--- src/rtl/rgb_pkg.sv ---
// Shared constants for the RGB PWM block: duty width default, LED count and
// the bit positions of the red/green/blue fields in a 12-bit pattern word.
package rgb_pkg;

    localparam int unsigned PWM_W_DEF = 8;
    localparam int unsigned LED_CNT   = 4;
    localparam int unsigned CH_W      = 3 * LED_CNT;

    // Pattern word order is {r3..r0, g3..g0, b3..b0}
    localparam int unsigned R_LSB = 2 * LED_CNT;
    localparam int unsigned G_LSB = LED_CNT;
    localparam int unsigned B_LSB = 0;

    typedef struct packed {
        logic [LED_CNT-1:0] r;
        logic [LED_CNT-1:0] g;
        logic [LED_CNT-1:0] b;
    } rgb_ptn_t;

    function automatic logic [CH_W-1:0] gate_ptn(input logic [CH_W-1:0] ptn,
                                                 input logic            on);
        logic [CH_W-1:0] res;
        res = '0;
        res[R_LSB +: LED_CNT] = ptn[R_LSB +: LED_CNT] & {LED_CNT{on}};
        res[G_LSB +: LED_CNT] = ptn[G_LSB +: LED_CNT] & {LED_CNT{on}};
        res[B_LSB +: LED_CNT] = ptn[B_LSB +: LED_CNT] & {LED_CNT{on}};
        return res;
    endfunction

endpackage

--- src/rtl/m_tick_gen.sv ---
// Free-running prescaler: counts 0..DIV-1 and flags the last count with a
// one-cycle tick before wrapping.
module m_tick_gen #(
    parameter int unsigned DIV = 390
) (
    input  logic i_clk,
    input  logic i_rst,
    output logic o_tick
);

    localparam int unsigned     CNT_W = (DIV > 1) ? $clog2(DIV) : 1;
    localparam logic [CNT_W-1:0] LAST = CNT_W'(DIV - 1);

    logic [CNT_W-1:0] r_cnt;

    assign o_tick = (r_cnt == LAST);

    always_ff @(posedge i_clk or posedge i_rst) begin
        if (i_rst) begin
            r_cnt <= '0;
        end else if (o_tick) begin
            r_cnt <= '0;
        end else begin
            r_cnt <= r_cnt + 1'b1;
        end
    end

endmodule

--- src/rtl/m_rgb_pwm.sv ---
// 12-channel RGB PWM driver with a one-deep pattern/duty buffer that is only
// promoted to the active setting at frame boundaries, so output never glitches.
module m_rgb_pwm
    import rgb_pkg::*;
#(
    parameter int unsigned PRESC_DIV = 390,
    parameter int unsigned PWM_W     = PWM_W_DEF
) (
    input  logic             CLK,
    input  logic             RST,
    input  logic             ptn_valid,
    output logic             ptn_ready,
    input  logic [CH_W-1:0]  ptn_data,
    input  logic [PWM_W-1:0] ptn_duty,
    output logic [CH_W-1:0]  led_out,
    output logic             frame_pulse
);

    logic             w_tick;
    logic             w_boundary;
    logic             w_xfer;
    logic             w_on;

    logic [PWM_W-1:0] r_phase;
    logic [CH_W-1:0]  r_pend_ptn;
    logic [PWM_W-1:0] r_pend_duty;
    logic             r_pend_full;
    logic [CH_W-1:0]  r_act_ptn;
    logic [PWM_W-1:0] r_act_duty;
    logic [CH_W-1:0]  r_led;
    logic             r_frame;

    m_tick_gen #(
        .DIV (PRESC_DIV)
    ) u_tick_gen (
        .i_clk  (CLK),
        .i_rst  (RST),
        .o_tick (w_tick)
    );

    assign w_boundary = w_tick && (r_phase == '1);
    assign ptn_ready  = !r_pend_full;
    assign w_xfer     = ptn_valid && !r_pend_full;
    assign w_on       = (r_phase < r_act_duty);

    always_ff @(posedge CLK or posedge RST) begin
        if (RST) begin
            r_phase <= '0;
        end else if (w_tick) begin
            r_phase <= r_phase + 1'b1;
        end
    end

    // A transfer needs pend_full=0 and a promotion needs pend_full=1, so the
    // two branches never collide; a pair taken in a boundary cycle waits a frame.
    always_ff @(posedge CLK or posedge RST) begin
        if (RST) begin
            r_pend_ptn  <= '0;
            r_pend_duty <= '0;
            r_pend_full <= 1'b0;
            r_act_ptn   <= '0;
            r_act_duty  <= '0;
        end else if (w_xfer) begin
            r_pend_ptn  <= ptn_data;
            r_pend_duty <= ptn_duty;
            r_pend_full <= 1'b1;
        end else if (w_boundary && r_pend_full) begin
            r_act_ptn   <= r_pend_ptn;
            r_act_duty  <= r_pend_duty;
            r_pend_full <= 1'b0;
        end
    end

    always_ff @(posedge CLK or posedge RST) begin
        if (RST) begin
            r_led   <= '0;
            r_frame <= 1'b0;
        end else begin
            r_led   <= gate_ptn(r_act_ptn, w_on);
            r_frame <= w_boundary;
        end
    end

    assign led_out     = r_led;
    assign frame_pulse = r_frame;

endmodule

--- config.mk ---
export PLATFORM = sky130hd
export DESIGN_NAME = m_rgb_pwm
export DESIGN_NICKNAME = d
export VERILOG_FILES = /design/src/rtl/rgb_pkg.sv /design/src/rtl/m_tick_gen.sv /design/src/rtl/m_rgb_pwm.sv
export SDC_FILE = /design/constraint.sdc
export NUM_CORES = 1
export LEC_CHECK = 0
export ABC_AREA = 1
export BUFFER_PORTS_ARGS = -buffer_cell sky130_fd_sc_hd__buf_2
export CAP_MARGIN = 20
export CORE_MARGIN = 1
export CORE_UTILIZATION = 35
export DETAILED_ROUTE_END_ITERATION = 12
export PLACE_DENSITY_LB_ADDON = 0.08
export SLEW_MARGIN = 15
export SYNTH_ARGS = -nofsm -noshare
export SYNTH_HDL_FRONTEND = slang
export SYNTH_SLANG_ARGS = --single-unit
--- constraint.sdc ---
create_clock -name CLK -period 3.1 [get_ports CLK]
set_input_delay 0.31 -clock CLK [delete_from_list [all_inputs] [get_ports CLK]]
set_output_delay 0.31 -clock CLK [all_outputs]
set_load 0.05 [all_outputs]
# Word level (Yosys, flattened, before mapping)

Index checks and enable logic that the tools add are counted.

$lt $le $gt $ge: 1
Div/mod/pow operators: 0
Eq/ne operators: 2
Bitwise gates (word level): 4
Reductions and logical operators: 6
Add/sub/neg operators: 2
Mux-type cells: 3
$mul: 0
Shifts and indexed selects: 0

Operator list:

| kind                                                          | number |
|---|---|
| 4-bit bitwise AND                                             | 3 |
| 9-bit by 1-bit adder with 9-bit output, second input constant | 1 |
| 9-bit == test, second input constant                          | 1 |
| 9-bit 2-to-1 mux                                              | 1 |
| 8-bit by 1-bit adder with 8-bit output, second input constant | 1 |
| 8-bit == test, second input constant                          | 1 |
| 8-bit less-than comparator                                    | 1 |
| 1-bit logical AND                                             | 3 |
| 1-bit 2-to-1 mux                                              | 2 |
| 2-bit AND reduction                                           | 1 |
| 2-bit nonzero test                                            | 1 |
| 1-bit logical NOT                                             | 1 |
| 1-bit inverter                                                | 1 |

Memories: 0
Latch bits: 0
Bits of input ports: 23
Bits in writable memories: 0
Logic and storage cells: 27
Output and inout port bits: 14
Register bits after elaboration: 71
Bits in read-only memories: 0

# Logic depth before layout (Yosys ltp)

Depth in word-level cells: 5
Mapped depth: 10
Depth with buffers taken out: 9

# Modules after synthesis

Synthesis repeated with hierarchy kept, for this count alone.

Cells, all modules: 329
Area total of the unflattened synthesis: 3126.7 um2

Modules (own cells, without submodules):

| module     | area an instance (um2) | instances | sequential area each (um2) | cells an instance |
|---|---|---|---|---|
| m_rgb_pwm  | 2620.0                 | 1         | 1551.5                     | 261 |
| m_tick_gen | 506.7                  | 1         | 225.2                      | 68 |

# Worst setup path before layout

No wires, ideal clock.

Path kind: reg2reg
Start point: reg r_pend_full
End point: reg r_pend_duty[7]
Stages on the path, launching flop included: 5
Path buffers: 1
Slack: 1.745 ns
Setup time: 0.128 ns
Required time: 2.972 ns
Clock period less this slack: 1.355 ns
Arrival: 1.228 ns
Cells stage by stage: dfrtp_1 > inv_2 > nand2_1 > buf_2 > mux2_1

Word-level cells in the longest chain between the ends: 2

RTL lines:

| element                | RTL line        | source |
|---|---|---|
| from (decl)            | m_rgb_pwm.sv:27 | `logic r_pend_full;` |
| from (signal assigned) | m_rgb_pwm.sv:60 | `r_pend_full <= 1'b0;` |
| from (signal assigned) | m_rgb_pwm.sv:66 | `r_pend_full <= 1'b1;` |
| from (signal assigned) | m_rgb_pwm.sv:70 | `r_pend_full <= 1'b0;` |
| 1-bit logical NOT      | n/a             |  |
| via ptn_ready          | m_rgb_pwm.sv:12 | `output logic ptn_ready,` |
| 1-bit logical AND      | m_rgb_pwm.sv:43 | `assign w_xfer = ptn_valid && !r_pend_full;` |
| to (signal assigned)   | m_rgb_pwm.sv:65 | `r_pend_duty <= ptn_duty;` |
| to (decl)              | m_rgb_pwm.sv:26 | `logic [PWM_W-1:0] r_pend_duty;` |

The timed path passes the listed nets, and every way through them passes these cells.
A chain may end at the register's enable or synchronous reset.

# Worst setup path in the final report

Start point: reg r_phase[0]
End point: reg r_act_duty[5]

Word-level cells in the longest chain between the ends: 4

RTL lines:

| element                       | RTL line        | source |
|---|---|---|
| from (decl)                   | m_rgb_pwm.sv:24 | `logic [PWM_W-1:0] r_phase;` |
| from (signal assigned)        | m_rgb_pwm.sv:50 | `r_phase <= r_phase + 1'b1;` |
| 8-bit == test                 | m_rgb_pwm.sv:41 | `assign w_boundary = w_tick && (r_phase == '1);` |
| 1-bit logical AND             | m_rgb_pwm.sv:41 |  |
| 1-bit logical AND             | m_rgb_pwm.sv:67 | `end else if (w_boundary && r_pend_full) begin` |
| 2-bit AND reduction (no line) | n/a             |  |
| to (signal assigned)          | m_rgb_pwm.sv:69 | `r_act_duty <= r_pend_duty;` |
| to (decl)                     | m_rgb_pwm.sv:29 | `logic [PWM_W-1:0] r_act_duty;` |

Every way passes these cells.

==> run metrics <==
outcome completed; Starting Density around 36%; Util after Layout 41.7%; Primary FF master, synth dfrtp_1; Post-CTS Hold Fix Bufs 1; commonest cells after routing, fill and taps aside nand2_1 (84), dfrtp_1 (71), buf_2 (36); number of port buffers 36; First-pass DRT Iterations 4; CP endpoint kind register; commonest non-fill, non-tap cell in the layout nand2_1; multiplexer share of the synthesized area a little over 7%; Peak Freq 516 MHz; Final Cell Area approximately 3600 um^2; placed instance count 462; Die ar. 9410 um^2; TritonCTS clock tree yes; P_leak slightly below 2 nW; final count of pins violating max slew 0; Tot GR Track Use approximately 15%; final number of hold-violating endpoints 0; CTS Sinks 71; worst-path fanout max 21; RSZ-0062 raised after global routing false; number of CTS-inserted buffers 9; Rows 34; Post CTS Setup Buffer Count 0; CP peak stage delay between 0.4 and 0.5 ns; Worst EP required 3.32 ns; root buf cell clkbuf_8; Synth Area in Adders ~4.0%; Vias/cell 4.63; R2R Setup Slk 1.16 ns; I/O Pins 37; CP dominant cell by count nand2_1; Seq cells post-synth 71; CP max-delay cell dfrtp_1; YS warnings 0; Mean Syn Cell Area between 9 and 10 um^2; Non-Filler Instances 478; largest family of logic cells by synthesized area simple AND/OR/NAND/NOR gates; core area 8720 um^2; Resize count post-CTS 0; Post-Syn Instances roughly 330; critical-path cell list ha_1 > nand2_2 > nor2_2 > buf_4 > nand3_2 > nand2_1 > nand2_1; DRT iter0 DRCs approximately 70; wire length after detailed routing 6.11 mm; worst relative slew slack 43.3%; Detailed Place HPWL roughly 4.4 mm; Synth Area in Simple Gates a little over a fifth; Die Ht slightly below 100 um; pwr dens approximately 470 nW/um^2; H-tree Lvls 3; Final Skew slightly below 0.008 ns; buffers plus inverters on the worst setup path 1; Worst Setup Start Kind register; gpl congestion approximately 0.74; antenna cells 0; Worst Hold Class in2reg; antenna violations before repair 0; VDD IR max roughly 0.00020 V; final net count approximately 400; Synth Area in Compound Gates ~2.8%; clock slew at reported path FFs 0.07 ns; via count 2,211; largest net degree at the start of global routing 34; gr ovfl total 0; ys async rst share 100%; setup_tns 0 ns; area delta synth->final 15.1%; critical path class reg2reg; fin crit share approximately 62%; # DRC 0; Area after DPL ~3400 um^2; first-pass GRT wire length about 11 mm; Worst Tran Pin Value 0.848 ns; Netlist cell types 27; number of synthesized flops with an enable pin 0; Crit path max-delay family simple AND/OR/NAND/NOR gates; Clock Tree Buf Depth 2; layout cells sized above 1 about a fifth; routed len/inst 12.8 um; clk_lat worst skew 0.34 ns; endpoints failing setup 0; Seq/Total Area, Yosys around 56%; WHS around 0.18 ns; Syn Nets between 300 and 400; Max-Cap Viols 0; post-route ant nets 0; Die W 97.0 um; Synth Cell Area around 3200 um^2; Critical Path AT 2.16 ns; XOR/XNOR share of the synthesized area between 1 and 1.5%; vias in the first global route around 2.2k; minimum clock period after layout between 1.5 and 2 ns
==> kinds of logic (layout without fill, tap and decap cells) <==
family | after synthesis | in the layout
XOR/XNOR | 5 | 5
buffers and inverters | 54 | 99
flip-flops | 71 | 71
multiplexers | 20 | 20
AND/OR/NAND/NOR | 148 | 148
adder cells (fa/ha/maj) | 10 | 10
AO/OA/AOI/OAI | 17 | 17
==> final timing paths <==
kind	end	startpoint	depth (start not counted)
hold reg to reg	r_act_duty[7]	r_act_duty[7]	2
setup / recovery	r_act_duty[5]	r_phase[0]	7
max in group asynchronous	r_act_duty[4]	RST	4
min in group asynchronous	u_tick_gen.r_cnt[1]	RST	3
setup reg to reg	r_act_duty[5]	r_phase[0]	7
hold / removal	r_pend_ptn[9]	ptn_data[9]	2
==> layout make-up <==
class,instances,area (um^2)
tap,108,135
sequential,71,1780
clock inverter,3,42.5
multi-input combinational,200,1140
timing repair buffer,42,228
clock buffer,12,155
inverter,42,158
fill,902,5080
==> cells in the mapped netlist, types with 2 or more instances <==
cell type	n	area, um^2
a21oi_1	7	35.0
mux2_2	10	113
o21ai_0	5	25.0
buf_4	5	37.5
nand3_1	7	35.0
buf_2	3	15.0
xor2_1	4	35.0
nor2_1	23	86.3
inv_2	7	26.3
nand2_1	84	315
dfrtp_1	71	1780
inv_1	35	131
o21ai_1	4	20.0
clkbuf_1	2	7.51
nor3_1	4	20.0
mux2_1	10	113
buf_6	2	22.5
nand4_1	24	150
ha_1	10	125
==> worst register-to-register path, delay by kind of cell (launching register included) <==
kind / cells / cell delay (ns)
fa+ha+maj: 1 / 0.29
flops: 1 / 0.43
simple gates: 5 / 0.84
buf+inv: 1 / 0.25
==> sequential cells by signal (all words and copies together), names as in the netlist <==
| register | count |
|---|---|
| r_phase | 8 |
| u_tick_gen.r_cnt | 9 |
| led_out | 12 |
| r_pend_ptn | 12 |
| r_act_ptn | 12 |
| frame_pulse | 1 |
| r_pend_full | 1 |
| r_pend_duty | 8 |
| r_act_duty | 8 |
==> stage by stage <==
step	worst slack (ns)	total power, mW
finish	1.16	1.69
global route	0.907	1.77
CTS	1.15	1.73
detailed placement	1.17	0.980
global placement	1.22	0.979
floorplan	0.993	0.958
==> layer usage <==
| metal | track usage, % | up-vias | wire (um) |
|---|---|---|---|
| met5 | 0 | - | 0 |
| met4 | 6.20 | 0 | 99 |
| met3 | 4.19 | 8 | 215 |
| met2 | 21.7 | 35 | 2610 |
| met1 | 20.1 | 1041 | 3190 |
| li1 | - | 1127 | - |
==> where the power goes <==
part           internal, mW  total, mW  switching [mW]
Sequential            0.926      0.926               0
Clock                 0.410      0.734           0.324
Combinational        0.0123     0.0342          0.0219
Total                  1.35       1.69           0.346
Note: power is estimated with default switching activity, not from simulation.
